--- src/rtl/adder_switch_conditioner.sv ---
`default_nettype none
// +-----------------------------------------------------------------------------+
// | adder_switch_conditioner: sync, debounce, clamp and route board switches    |
// | into registered adder operands; emits a one-clock calculate strobe.         |
// | Optional: ADDER_SWITCH_FREEZE_EN holds operands while debounced cal is high. |
// | Revision: 1.0                                                               |
// +-----------------------------------------------------------------------------+
module adder_switch_conditioner #(
  parameter int DEBOUNCE_CYCLES = 500000,
  parameter int CNT_W           = 20,
  parameter int CLAMP_MAX       = 99
) (
  input  logic       clk,
  input  logic       rst_n,
  input  logic [6:0] switchs,
  input  logic       switch_mode,
  input  logic       switch_cal,
  output logic [6:0] operand_a,
  output logic [6:0] operand_b,
  output logic       mode_stable,
  output logic       cal_pulse,
  output logic       operand_upd
);

  localparam logic [CNT_W-1:0] CNT_LAST = CNT_W'(DEBOUNCE_CYCLES - 1);
  localparam logic [6:0]       CLAMP_V  = 7'(CLAMP_MAX);

  logic [8:0] raw_all;
  logic [8:0] stable_all;

  assign raw_all = {switch_cal, switch_mode, switchs};

  // Channel 0 is the 7-bit switch group, channel 1 is mode, channel 2 is cal.
  generate
    for (genvar gi = 0; gi < 3; gi++) begin : g_chan
      localparam int LO = (gi == 0) ? 0 : gi + 6;
      localparam int W  = (gi == 0) ? 7 : 1;

      logic [W-1:0]     s1_q;
      logic [W-1:0]     s2_q;
      logic [W-1:0]     s2_prev_q;
      logic [W-1:0]     stable_q;
      logic [W-1:0]     stable_d;
      logic [CNT_W-1:0] cnt_q;
      logic [CNT_W-1:0] cnt_d;

      always_comb begin
        stable_d = stable_q;
        cnt_d    = cnt_q + CNT_W'(1);
        if ((s2_q != s2_prev_q) || (s2_q == stable_q)) begin
          cnt_d = '0;
        end else if (cnt_q == CNT_LAST) begin
          stable_d = s2_q;
          cnt_d    = '0;
        end
      end

      always_ff @(posedge clk) begin
        if (!rst_n) begin
          s1_q      <= '0;
          s2_q      <= '0;
          s2_prev_q <= '0;
          stable_q  <= '0;
          cnt_q     <= '0;
        end else begin
          s1_q      <= raw_all[LO +: W];
          s2_q      <= s1_q;
          s2_prev_q <= s2_q;
          stable_q  <= stable_d;
          cnt_q     <= cnt_d;
        end
      end

      assign stable_all[LO +: W] = stable_q;
    end
  endgenerate

  logic [6:0] sw_st;
  logic       mode_st;
  logic       cal_st;
  logic [6:0] sw_clamped;
  logic       freeze;

  assign sw_st      = stable_all[6:0];
  assign mode_st    = stable_all[7];
  assign cal_st     = stable_all[8];
  assign sw_clamped = (sw_st >= CLAMP_V) ? CLAMP_V : sw_st;

`ifdef ADDER_SWITCH_FREEZE_EN
  assign freeze = cal_st;
`else
  assign freeze = 1'b0;
`endif

  logic [6:0] operand_a_q, operand_a_d;
  logic [6:0] operand_b_q, operand_b_d;
  logic       cal_prev_q, cal_prev_d;
  logic       cal_pulse_q, cal_pulse_d;
  logic       operand_upd_q, operand_upd_d;

  always_comb begin
    operand_a_d = operand_a_q;
    operand_b_d = operand_b_q;
    if (!freeze) begin
      if (mode_st) begin
        operand_a_d = sw_clamped;
      end else begin
        operand_b_d = sw_clamped;
      end
    end
    operand_upd_d = (operand_a_d != operand_a_q) || (operand_b_d != operand_b_q);
    cal_pulse_d   = cal_st & ~cal_prev_q;
    cal_prev_d    = cal_st;
  end

  always_ff @(posedge clk) begin
    if (!rst_n) begin
      operand_a_q   <= '0;
      operand_b_q   <= '0;
      cal_prev_q    <= 1'b0;
      cal_pulse_q   <= 1'b0;
      operand_upd_q <= 1'b0;
    end else begin
      operand_a_q   <= operand_a_d;
      operand_b_q   <= operand_b_d;
      cal_prev_q    <= cal_prev_d;
      cal_pulse_q   <= cal_pulse_d;
      operand_upd_q <= operand_upd_d;
    end
  end

  assign operand_a   = operand_a_q;
  assign operand_b   = operand_b_q;
  assign mode_stable = mode_st;
  assign cal_pulse   = cal_pulse_q;
  assign operand_upd = operand_upd_q;

endmodule
`default_nettype wire

--- config.mk ---
export PLATFORM = sky130hd
export DESIGN_NAME = adder_switch_conditioner
export DESIGN_NICKNAME = d
export VERILOG_FILES = /design/src/rtl/adder_switch_conditioner.sv
export SDC_FILE = /design/constraint.sdc
export NUM_CORES = 1
export LEC_CHECK = 0
export BUFFER_PORTS_ARGS = -buffer_cell sky130_fd_sc_hd__buf_2
export CAP_MARGIN = 15
export CORE_MARGIN = 10
export CORE_UTILIZATION = 40
export DETAILED_ROUTE_END_ITERATION = 12
export PLACE_DENSITY = 0.59
export SYNTH_ARGS = -nofsm -noshare
export SYNTH_HDL_FRONTEND = slang
export SYNTH_SLANG_ARGS = --single-unit
--- constraint.sdc ---
create_clock -name clk -period 2.5 [get_ports clk]
set_clock_uncertainty 0.05 [all_clocks]
set_input_delay 0.5 -clock clk [delete_from_list [all_inputs] [get_ports clk]]
set_output_delay 0.5 -clock clk [all_outputs]
set_load 0.005 [all_outputs]
=== Yosys cells after proc, flatten, opt, wreduce, memory -nomap -nowiden ===
Index checks and enable logic that the tools add are counted.

* Register bits after elaboration: 113
* Logic and storage cells: 54

* $add $sub $neg: 3
* $lt $le $gt $ge: 1
* Equal/unequal tests: 11
* Muxes and demuxes: 3
* Bitwise logic cells: 6
* Reduce and logical (&&, ||, !) cells: 10

{| class="wikitable"
|+ Operators by type and width
! kind !! count
|-
| $add 20x1->20 const B || 3
|-
| $eq 20x19->1 const B || 3
|-
| $mux 7 || 3
|-
| $ne 7x7->1 || 3
|-
| $reduce_or 3->1 || 3
|-
| $eq 7x7->1 || 1
|-
| $ge 7x7->1 const B || 1
|-
| $reduce_and 2->1 || 3
|-
| $not 1->1 || 5
|-
| $logic_or 1x1->1 || 4
|-
| $eq 1x1->1 || 2
|-
| $ne 1x1->1 || 2
|-
| $and 1x1->1 || 1
|}

=== Depth between registers and ports, before layout ===
* Depth in word-level cells: 5
* Gate-level depth with buffers: 7
* Mapped depth without buffers: 6

=== Worst setup path before layout ===
OpenSTA, ideal clock, no wires.

* Path kind: flip-flop to flip-flop
* From: register g_chan[2].cnt_q[5]
* To: register g_chan[2].stable_q (netlist: cal_prev_d)
* Setup time: 0.069 ns
* Arrival: 1.636 ns
* Required time: 2.381 ns
* Setup slack: 0.745 ns
* Cell stages (with the launch flop): 6
* Buffers on the path: 0
* Cells stage by stage: dfxtp_1 or4_4 nor4b_4 nand4_2 mux2_4 a21oi_2

* Word-level cells in the longest chain between the ends: 2

{| class="wikitable"
|+ RTL lines
! element !! RTL line !! source
|-
| start, declared || 44 || <nowiki>logic [CNT_W-1:0] cnt_q;</nowiki>
|-
| start signal, assigned || 70 || <nowiki>cnt_q <= cnt_d;</nowiki>
|-
| $eq 20x19->1 || 52 || <nowiki>end else if (cnt_q == CNT_LAST) begin</nowiki>
|-
| $reduce_and 2->1 (no source line) || - ||
|-
| end signal, assigned || 69 || <nowiki>stable_q <= stable_d;</nowiki>
|-
| end, declared || 42 || <nowiki>logic [W-1:0] stable_q;</nowiki>
|}

Every way passes these cells.
A chain may end at the register's enable or synchronous reset.

=== Worst setup path after layout ===
* From: register g_chan[0].cnt_q[12]
* To: register g_chan[0].stable_q[1]

* Word-level cells in the longest chain between the ends: 2

{| class="wikitable"
|+ RTL lines
! element !! RTL line
|-
| start, declared || 44
|-
| start signal, assigned || 70
|-
| $eq 20x19->1 || 52
|-
| $reduce_and 2->1 (no source line) || -
|-
| end signal, assigned || 69
|-
| end, declared || 42
|}

Every way passes these cells.

==> run_results.csv <==
group,metric,value,unit
clock_tree,clkTransAtPathRegs,50,ps
critical_path,crit_path_end_kind,"register",
pwr,swShare,20.5,%
yosys,synthFlopType,"dfxtp_1",
placed_design,gp_congestion,0.823,
clock_tree,clk_latency,410,ps
finish,fin_util,48.3,%
finish,fin_nets,572,
yosys,yosysUniqueCellTypes,47,
die,coreArea,11400,um^2
clock_tree,cts_max_level,4,
yosys,yosysWarnings,0,
placed_design,dp_hpwl,6350,um
clock_tree,root_buffer,"clkbuf_16",
detailed_routing,vias_per_cell,4.90,
timing,period_share,77.8,%
timing,finalCriticalPeriod,1940,ps
clock_tree,cts_tree,"built",
die,io-pin-count,28,
worst_hold_path,min_path_type,"primary input to register",
timing,fin_hold_ws,242,ps
pwr,vdd_drop_max,0.430,mV
yosys,synth-seq-cells,113,
critical_path,crit_type,"register to register",
timing,worstMarginPinSlew,648,ps
pwr,p_comb_share,1.6,%
clock_tree,cts_sinks,113,
clock_tree,cts_buffers,17,
placed_design,port_buffers,27,
global_routing,grt_antenna_before_repair,0,
critical_path,slowest_stage,"or4_1",
outcome,status,"finished, final reports clean",
die,placementRows,39,
timing,slew_headroom,56.4,%
die,start_util,40.8,%
critical_path,cp.arrival,2180,ps
finish,drive_gt1_share,13.3,%
finish,n_fill_cell,1114,
die,die-area,16400,um^2
global_routing,grt_pass1_wl,15500,um
detailed_routing,wl,8910,um
global_routing,gr-total-overflow,0,
critical_path,max_stage_delay,520,ps
yosys,syn_avg_cell_area,8.97,um^2
pwr,p_leak,2.09,nW
yosys,synthArstFlopShare,0,%
finish,register_area,2260,um^2
detailed_routing,first_iter_violations,144,
pwr,power.density,743,nW/um^2
timing,hold_violations,0,
detailed_routing,drc,0,
job,maxCapViolCount,0,
finish,multi_input_area,2240,um^2
clock_tree,clockBufferDepth,2,
detailed_routing,ant_nets,0,
detailed_routing,vias,3498,
yosys,synth_cells,519,
finish,insertedDiodeCount,0,
pwr,power_frac_seq,44.7,%
placed_design,dpl_cell_area,4970,um^2
timing,fin_tns_setup,0,ps
critical_path,setup.worst_path.start_class,"register",
critical_path,required,2740,ps
clock_tree,postCtsSetupRepairBufs,0,
finish,final_area,5520,um^2
timing,finalMaxSlewViolations,0,
detailed_routing,wl_per_cell,12.5,um
global_routing,grt_use_total,11.7,%
detailed_routing,firstDrtPassIters,4,
yosys,yosysSeqAreaShare,48.6,%
die,die_y,128,um
global_routing,first_global_vias,3288,
yosys,syn-num-nets,533,
finish,area_growth,18.5,%
pwr,p_int,3.26,mW
timing,rsz0062_at_grt,"no",
timing,finalSetupViolCount,0,
timing,fmax,0.514,GHz
critical_path,crit_path_max_fanout,7,
placed_design,place_inst,682,
critical_path,path_cells,"or4_1 > nor4_2 > nand3_2 > mux2i_1",
pwr,p_switching,0.840,mW
die,die_w,128,um
yosys,synth_area,4650,um^2
clock_tree,cts-resized-gates,0,
pwr,clockPowerShare,53.6,%
finish,fin_cells,714,
global_routing,grt_max_degree,21,
yosys,synth_edf_count,0,
clock_tree,cts_hold_buf,0,
[worst paths after layout]
kind | start | endpoint | slack (ps) | depth (start not counted)
setup / recovery | g_chan[0].cnt_q[12] | g_chan[0].stable_q[1] | 560 | 4
hold / removal | switchs[3] | g_chan[0].s1_q[3] | 240 | 2
setup reg to reg | g_chan[0].cnt_q[12] | g_chan[0].stable_q[1] | 560 | 4
hold reg to reg | cal_prev_q | cal_pulse | 360 | 1
[critical path: cells and delay by family, from the launching register on]
family,cells,cell delay (ps)
mux,1,190
flops,1,350
simple gates,3,1240
[power groups by stage]
stage               logic, mW  clock network [mW]  registers, mW
floorplan              0.0448                   0           1.87
global placement       0.0666                   0           1.87
detailed placement     0.0675                   0           1.87
CTS                    0.0679                2.24           1.83
global route           0.0762                2.33           1.83
finish                 0.0668                2.20           1.83
[metrics by stage]
| step | power, mW | setup WS (ps) |
|---|---|---|
| floorplan | 1.91 | 745 |
| global placement | 1.94 | 571 |
| detailed placement | 1.94 | 541 |
| CTS | 4.14 | 534 |
| global route | 4.24 | 292 |
| finish | 4.10 | 556 |
[cells in the mapped netlist, drive strengths merged (2+ instances only)]
library cell	n	area, um^2
or4	2	18.8
and2	21	133
nand2	40	150
a22oi	3	22.5
a21oi	11	58.8
dfxtp	113	2260
o2111ai	2	17.5
and4	2	17.5
nor4	8	56.3
a211oi	5	37.5
and3	9	57.6
buf	8	38.8
nor3	9	45.0
a21boi	2	15.0
nor2	92	345
nor4b	3	41.3
mux2	2	26.3
nand4	15	100
mux2i	13	130
xor2	49	429
clkinv	2	7.51
inv	21	78.8
ha	3	37.5
o21ai	4	20.0
clkbuf	8	30.0
o22ai	3	18.8
nand3	37	190
xnor2	22	193
or3	2	12.5
[layout make-up]
| type | instances | share of cell area (%) |
|---|---|---|
| sequential | 113 | 41.0 |
| multi-input combinational | 367 | 40.5 |
| clock buffer | 22 | 8.41 |
| timing repair buffer | 36 | 3.67 |
| tap | 143 | 3.24 |
| clock inverter | 10 | 1.56 |
| inverter | 23 | 1.56 |
[state kept, by name, summed over array words and instances, names as in the netlist]
signal and flops:
operand_upd 1, g_chan.stable_q 7, cal_prev_d 1, g_chan.s2_q 9, mode_stable 1, g_chan.s1_q 9, operand_a 7, cal_prev_q 1
g_chan.s2_prev_q 9, g_chan.cnt_q 60, cal_pulse 1, operand_b 7
[cells by family (layout without fill, tap and decap cells)]
family	after synthesis	after routing	share of synthesized area, %
AO/OA/AOI/OAI	36	36	5.19
adder cells (fa/ha/maj)	3	3	0.807
buffers and inverters	39	91	3.33
multiplexers	15	15	3.36
AND/OR/NAND/NOR	242	242	25.3
XOR/XNOR	71	71	13.4
flip-flops	113	113	48.6
[cells in the final DEF (no fill, tap or decap), drive strengths merged, types with 9 or more instances in the layout]
cell,instances
and2,21
xnor2,22
nor2,92
nand3,37
mux2i,13
nor3,9
inv,21
clkbuf,22
and3,9
xor2,49
nand4,15
a21oi,11
dfxtp,113
nand2,40
buf,36
[metal layers]
layer	GRT usage (%)	share of wire, %	vias to the layer above
met2	16.7	43	60
met5	0	0	-
met4	6.75	2.5	0
met1	14.8	50	1597
met3	4.09	4.7	18
li1	-	-	1823
No activity file was read; power rests on OpenSTA's default activity.
